--- config.mk ---
export PLATFORM = sky130hd
export DESIGN_NAME = responder_core
export DESIGN_NICKNAME = d
export VERILOG_FILES = /design/src/rtl/responder_core.sv
export SDC_FILE = /design/constraint.sdc
export NUM_CORES = 1
export LEC_CHECK = 0
export ABC_AREA = 1
export BUFFER_PORTS_ARGS = -buffer_cell sky130_fd_sc_hd__buf_2
export CORE_MARGIN = 2
export CORE_UTILIZATION = 47
export CTS_BUF_LIST = sky130_fd_sc_hd__clkbuf_4
export CTS_CLUSTER_DIAMETER = 40
export DETAILED_ROUTE_END_ITERATION = 12
export HOLD_SLACK_MARGIN = 0.15
export PLACE_DENSITY = 0.69
export SLEW_MARGIN = 10
export SYNTH_ARGS = -nofsm -noshare
export SYNTH_HDL_FRONTEND = slang
export SYNTH_SLANG_ARGS = --single-unit
--- constraint.sdc ---
create_clock -name CLK -period 1.67 [get_ports CLK]
set_input_delay 0.0835 -clock CLK [delete_from_list [all_inputs] [get_ports CLK]]
set_output_delay 0.0835 -clock CLK [all_outputs]
set_load 0.05 [all_outputs]
--- src/rtl/responder_core.sv ---
// Quiz responder: synchronised buttons, arm/lock/timeout/foul state machine,
// two-digit BCD countdown and a fixed-length buzzer pulse.
module responder_core #(
    parameter int unsigned TICK_DIV = 1000,
    parameter int unsigned INIT_H   = 3,
    parameter int unsigned INIT_L   = 0,
    parameter int unsigned BUZZ_LEN = 500
) (
    input  logic       CLK,
    input  logic       RSTn,
    input  logic       Start,
    input  logic       Clear,
    input  logic [3:0] Player_Key,
    output logic [3:0] Player_Number,
    output logic [3:0] TimerH,
    output logic [3:0] TimerL,
    output logic       Locked,
    output logic       Timeout,
    output logic       Foul,
    output logic       Buzz
);

    localparam int unsigned TickW = (TICK_DIV > 1) ? $clog2(TICK_DIV) : 1;
    localparam int unsigned BuzzW = $clog2(BUZZ_LEN + 1);
    localparam logic [TickW-1:0] TickLast = TickW'(TICK_DIV - 1);
    localparam logic [BuzzW-1:0] BuzzLoad = BuzzW'(BUZZ_LEN);
    localparam logic [3:0] InitH = 4'(INIT_H);
    localparam logic [3:0] InitL = 4'(INIT_L);

    typedef enum logic [2:0] {
        StIdle,
        StArmed,
        StLocked,
        StTimeout,
        StFoul
    } state_e;

    // Bit order of the synchroniser vector: {Clear, Start, Player_Key[3:0]}.
    logic [5:0] sync1_q, sync1_d;
    logic [5:0] sync2_q, sync2_d;
    logic [5:0] dly_q, dly_d;
    logic [5:0] evt;
    logic       clear_evt;
    logic       start_evt;
    logic [3:0] key_evt;
    logic [3:0] key_num;

    state_e           state_q, state_d;
    logic [3:0]       player_q, player_d;
    logic [3:0]       timer_h_q, timer_h_d;
    logic [3:0]       timer_l_q, timer_l_d;
    logic [TickW-1:0] tick_q, tick_d;
    logic [BuzzW-1:0] buzz_cnt_q, buzz_cnt_d;

    logic       step;
    logic       last_step;
    logic [3:0] dec_h;
    logic [3:0] dec_l;

    always_comb begin
        sync1_d = {Clear, Start, Player_Key};
        sync2_d = sync1_q;
        dly_d   = sync2_q;
    end

    assign evt       = sync2_q & ~dly_q;
    assign clear_evt = evt[5];
    assign start_evt = evt[4];
    assign key_evt   = evt[3:0];

    // Lowest-numbered key wins when several rise together.
    always_comb begin
        key_num = 4'd0;
        for (int i = 3; i >= 0; i--) begin
            if (key_evt[i]) begin
                key_num = 4'(i + 1);
            end
        end
    end

    always_comb begin
        if (timer_l_q == 4'd0) begin
            dec_h = timer_h_q - 4'd1;
            dec_l = 4'd9;
        end else begin
            dec_h = timer_h_q;
            dec_l = timer_l_q - 4'd1;
        end
    end

    assign step      = (tick_q == TickLast);
    assign last_step = step && (timer_h_q == 4'd0) && (timer_l_q == 4'd1);

    always_comb begin
        state_d    = state_q;
        player_d   = player_q;
        timer_h_d  = timer_h_q;
        timer_l_d  = timer_l_q;
        tick_d     = '0;
        buzz_cnt_d = (buzz_cnt_q != '0) ? buzz_cnt_q - BuzzW'(1) : '0;

        if (clear_evt) begin
            state_d    = StIdle;
            player_d   = 4'd0;
            timer_h_d  = InitH;
            timer_l_d  = InitL;
            buzz_cnt_d = '0;
        end else begin
            unique case (state_q)
                StIdle: begin
                    if (|key_evt) begin
                        state_d    = StFoul;
                        player_d   = key_num;
                        buzz_cnt_d = BuzzLoad;
                    end else if (start_evt) begin
                        state_d = StArmed;
                    end
                end
                StArmed: begin
                    // A key press beats a coincident countdown step.
                    if (|key_evt) begin
                        state_d    = StLocked;
                        player_d   = key_num;
                        buzz_cnt_d = BuzzLoad;
                    end else if (step) begin
                        timer_h_d = dec_h;
                        timer_l_d = dec_l;
                        if (last_step) begin
                            state_d    = StTimeout;
                            player_d   = 4'd0;
                            buzz_cnt_d = BuzzLoad;
                        end
                    end else begin
                        tick_d = tick_q + TickW'(1);
                    end
                end
                default: ;
            endcase
        end
    end

    always_ff @(posedge CLK) begin
        if (!RSTn) begin
            sync1_q    <= '0;
            sync2_q    <= '0;
            dly_q      <= '0;
            state_q    <= StIdle;
            player_q   <= 4'd0;
            timer_h_q  <= InitH;
            timer_l_q  <= InitL;
            tick_q     <= '0;
            buzz_cnt_q <= '0;
        end else begin
            sync1_q    <= sync1_d;
            sync2_q    <= sync2_d;
            dly_q      <= dly_d;
            state_q    <= state_d;
            player_q   <= player_d;
            timer_h_q  <= timer_h_d;
            timer_l_q  <= timer_l_d;
            tick_q     <= tick_d;
            buzz_cnt_q <= buzz_cnt_d;
        end
    end

    assign Player_Number = player_q;
    assign TimerH        = timer_h_q;
    assign TimerL        = timer_l_q;
    assign Locked        = (state_q == StLocked);
    assign Timeout       = (state_q == StTimeout);
    assign Foul          = (state_q == StFoul);
    assign Buzz          = (buzz_cnt_q != '0);

endmodule

== After elaboration in Yosys (flattened, before gate mapping) ==
Cells that the tools add are included.

* Add/sub/neg operators: 4
* Equality and inequality tests: 10
* Bitwise operators: 5
* Mux-type cells: 22
* Reduce and logical (&&, ||, !) cells: 14

{| class="wikitable"
|+ Operators by type and width
! operator !! number
|-
| 2-to-1 mux 9 bit || 5
|-
| 2-to-1 mux 4 bit || 8
|-
| 2-to-1 mux 3 bit || 6
|-
| one-hot mux 9 bit (2 select lines) || 1
|-
| AND reduction 4 bit || 3
|-
| adder 10 x 1 -> 10 bit (second input constant) || 1
|-
| equality test 10 bit (second input constant) || 1
|-
| inequality test 3 bit (second input constant) || 3
|-
| nonzero test 9 bit || 1
|-
| subtractor 9 x 1 -> 9 bit (second input constant) || 1
|-
| zero test 4 bit || 2
|-
| one-hot mux 4 bit (2 select lines) || 1
|-
| OR reduction 8 bit || 1
|-
| subtractor 4 x 1 -> 4 bit (second input constant) || 2
|-
| bitwise AND 6 bit || 1
|-
| equality test 3 x 2 -> 1 bit (second input constant) || 2
|-
| inverter 6 bit || 1
|-
| one-hot mux 3 bit (2 select lines) || 1
|-
| equality test 4 x 1 -> 1 bit (second input constant) || 1
|-
| OR reduction 4 bit || 1
|-
| equality test 3 x 1 -> 1 bit (second input constant) || 1
|-
| equality test 3 bit (second input constant) || 1
|-
| zero test 3 bit || 1
|-
| inverter 1 bit || 3
|-
| 5 further kinds || 6
|}

* Output and inout port bits: 16
* Input bits: 8
* Word-level logic and storage cells: 64
* Flip-flop bits (word level): 52

== Depth between registers and ports, before layout ==
* Word-level depth: 8
* Depth in mapped cells: 12
* Gate-level depth less buffers: 12

== Worst setup path after synthesis ==
Ideal clock, no wire load.

* Kind: register -> register
* From: register timer_h_q[0], in the netlist TimerH[0]
* To: register buzz_cnt_q[2]
* Required time: 1546 ps
* Cell stages (with the launch flop): 11
* Buffers on the path: 0
* Setup time: 124 ps
* Period minus slack after synthesis: 1708 ps
* Arrival: 1584 ps
* Setup slack: -38 ps
* Path through: dfxtp_1 -> inv_1 -> ha_1 -> nand4_1 -> nor2_1 -> nand2_1 -> nand2_1 -> nand2_2 -> clkinv_2 -> nand2_2 -> o21ai_0

* Longest elaborated chain between the ends: 7

{| class="wikitable"
|+ RTL lines
! what !! RTL line !! RTL
|-
| start: declaration || 50 || <nowiki>logic [3:0] timer_h_q, timer_h_d;</nowiki>
|-
| start signal: assignment || 149 || <nowiki>timer_h_q <= InitH;</nowiki>
|-
| start signal: assignment || 159 || <nowiki>timer_h_q <= timer_h_d;</nowiki>
|-
| zero test 4 bit || 92 || <nowiki>assign last_step = step && (timer_h_q == 4'd0) && (timer_l_q == 4'd1);</nowiki>
|-
| logical AND 1 bit (2 in a row) || 92 ||
|-
| 2-to-1 mux 9 bit || 128 || <nowiki>if (last_step) begin</nowiki>
|-
| 2-to-1 mux 9 bit || 125 || <nowiki>end else if (step) begin</nowiki>
|-
| 2-to-1 mux 9 bit || 121 || <nowiki>if (|key_evt) begin</nowiki>
|-
| one-hot mux 9 bit (2 select lines) || 109 || <nowiki>unique case (state_q)</nowiki>
|-
| end signal: assignment || 162 || <nowiki>buzz_cnt_q <= buzz_cnt_d;</nowiki>
|-
| end: declaration || 53 || <nowiki>logic [BuzzW-1:0] buzz_cnt_q, buzz_cnt_d;</nowiki>
|}

Every way passes these cells.
A chain may end at the register's enable or synchronous reset.

== Final worst setup path ==
* From: register buzz_cnt_q[0]
* To: output port Buzz

* Longest elaborated chain between the ends: 1

{| class="wikitable"
|+ RTL lines
! what !! RTL line !! RTL
|-
| nonzero test 9 bit || 172 || <nowiki>assign Buzz = (buzz_cnt_q != '0);</nowiki>
|-
| end: declaration || 20 || <nowiki>output logic Buzz</nowiki>
|}

Every way passes these cells.

==> qor.csv <==
metric;value;unit
fmax;618;MHz
cts_buffer_depth;2;
post-place-ws;0.132;ns
cap_violations;0;
crit_start;buzz_cnt_q[0];
fin_crit_sh;96.9;%
final_core_util;60.2;%
syn_inst;281;
ys_ff_latch;51;
place_congestion;0.779;
tns;0;ns
io_pins;24;
yosysSeqAreaShare;46.6;%
area_growth;21.4;%
antenna_found_initial;0;
yosysUniqueCellTypes;35;
power.density;1190;mW/mm²
die_w;72.3;µm
peakVddDrop;0.653;mV
syn_area;0.00219;mm²
clockRootBuffer;clkbuf_4;
fin_crit;1.62;ns
syn_avg_cell_area;7.79;µm²
antenna-diode-count;0;
setup_viol;0;
drt-initial-drc-count;79;
worstHoldStart;buzz_cnt_q[0];
end_kind;primary output;
cts_buffers;5;
grt_pass1_wl;6.55;mm
skew;0.0120;ns
r2r-start;tick_q[0];
drt-total-wl;3.83;mm
cts.sink_count;51;
synth_ff_type;dfxtp_1;
vias_per_cell;4.67;
rsz0062_at_grt;yes;
vias;1769;
num-nets-final;339;
n_fill_cell;406;
leakagePower;1.30;nW
initial_utilization;49.6;%
synthTopCellsByCount;62 x nand2_1, 51 x dfxtp_1, 46 x inv_1;
hold_slack;0.417;ns
clkTransAtPathRegs;0.13;ns
hold_viol_final;0;
netlist_top_cells_area;dfxtp_1 47%, nand2_1 11%, inv_1 7.9%, nor2_1 3.6%, nand3_1 3.4%;
grt_pass1_vias;1626;
layout_setup_ws;0.0516;ns
async_flop_share;0;%
die_h;72.3;µm
path_class;reg2out;
yosys.area.top_type_share;46.6;%
remaining_drc_errors;0;
hold_path.class;reg2reg;
port_buffers;22;
yosysMostFrequentCell;nand2_1;
grt.overflow.total;0;
startpoint_type;register;
fp.dieArea;0.00522;mm²
dr.pass1.iters;4;
track_usage;16.1;%
path_max_fanout;3;
synth_edf_count;0;
post_drt_wl_per_cell;10.1;µm
cts_tree;yes;
worstPathRequired;1.59;ns
yosys_warnings;0;
drive_above_1_share;22.0;%
status;complete, no violations;
row_count;24;
crit_arrival;1.53;ns
multi_input_area;980;µm²
regArea;0.00103;mm²
hpwl;2.62;mm
grt_start_max_net_pins;19;
insertion_delay;0.37;ns
core_area;0.00441;mm²
synthesis.nets;293;
slew_violations;0;
htree_levels;2;
ant_nets;0;
yosysTopAreaCell;dfxtp_1;
registers in the layout, summed over array words and instances, names as in the netlist:
signal and flops:
tick_q 10, buzz_cnt_q 9, Player_Number 3, TimerH 4
dly_q 6, state_q 3, dly_d 6, sync1_q 6
TimerL 4
where the power goes:
group          switching (mW)  leakage (nW)  internal [mW]
Clock                   0.361        0.0373          0.307
Combinational           0.587         0.849          0.471
Sequential             0.0967         0.417           1.35
Total                    1.04          1.30           2.13
metrics by stage:
stage	instance area, µm²	std cells	power, mW
global placement	2360	353	2.22
detailed placement	2360	353	2.24
global route	2660	379	3.37
finish	2660	379	3.17
floorplan	2190	281	2.09
CTS	2610	375	3.05
layer usage:
metal	vias up	track usage, %	share of wire [%]
met5	-	0	0
met4	0	7.97	2.3
met3	10	3.61	3.2
met2	27	26.1	47
met1	777	20.1	47
li1	955	-	-
repair_timing:
| item | CTS | global route |
|---|---|---|
| gates cloned | 0 | 0 |
| endpoints found under the hold margin | 18 | 0 |
| endpoints found under the setup margin | 1 | 14 |
| pin swaps | 2 | 3 |
| setup buffers | 2 | 4 |
| hold buffers | 13 | 0 |
| gates resized for setup | 9 | 7 |
worst max-delay path: stages (launching register included):
cell	delay (ns)
dfxtp_2	0.35
inv_2	0.08
ha_4	0.16
nand2_4	0.05
inv_2	0.06
nand3_2	0.06
or2_4	0.25
buf_8	0.15
cell usage in the layout, fill, tap and decap left out, types with 4 or more instances in the layout:
cell type,n
nand3_1,14
xnor2_1,5
inv_2,6
nand2_1,61
clkbuf_4,5
buf_4,8
dfxtp_2,4
dfxtp_1,47
buf_2,21
o21ai_0,7
xor2_1,5
nor3b_1,4
a21oi_1,13
inv_1,43
dlygate4sd3_1,13
nor2_1,21
nand2_2,4
nor3_1,7
cells by family (layout without fill, tap and decap cells):
| logic type | Yosys count | after routing | synth area share (%) |
|---|---|---|---|
| AO/OA/AOI/OAI | 27 | 27 | 6.69 |
| buffers and inverters | 57 | 103 | 10.1 |
| other | 1 | 1 | 0.171 |
| XOR/XNOR | 10 | 10 | 4.00 |
| adder cells (fa/ha/maj) | 4 | 4 | 2.29 |
| AND/OR/NAND/NOR | 131 | 131 | 30.1 |
| flip-flops | 51 | 51 | 46.6 |
path summary, 6_finish.rpt:
| kind | endpoint | slack (ns) | cells past startpoint |
|---|---|---|---|
| max | Buzz | 0.05 | 7 |
| min | buzz_cnt_q[0] | 0.42 | 1 |
| max reg2reg | state_q[0] | 0.16 | 12 |
| min reg2reg | buzz_cnt_q[0] | 0.42 | 1 |
cell type report:
class / count / area share (%)
clock buffer: 5 / 1.41
clock inverter: 2 / 1.41
inverter: 53 / 7.58
multi-input combinational: 173 / 36.9
sequential: 51 / 38.6
tap: 52 / 2.45
timing repair buffer: 43 / 11.7
Note: power is estimated with default switching activity, not from simulation.
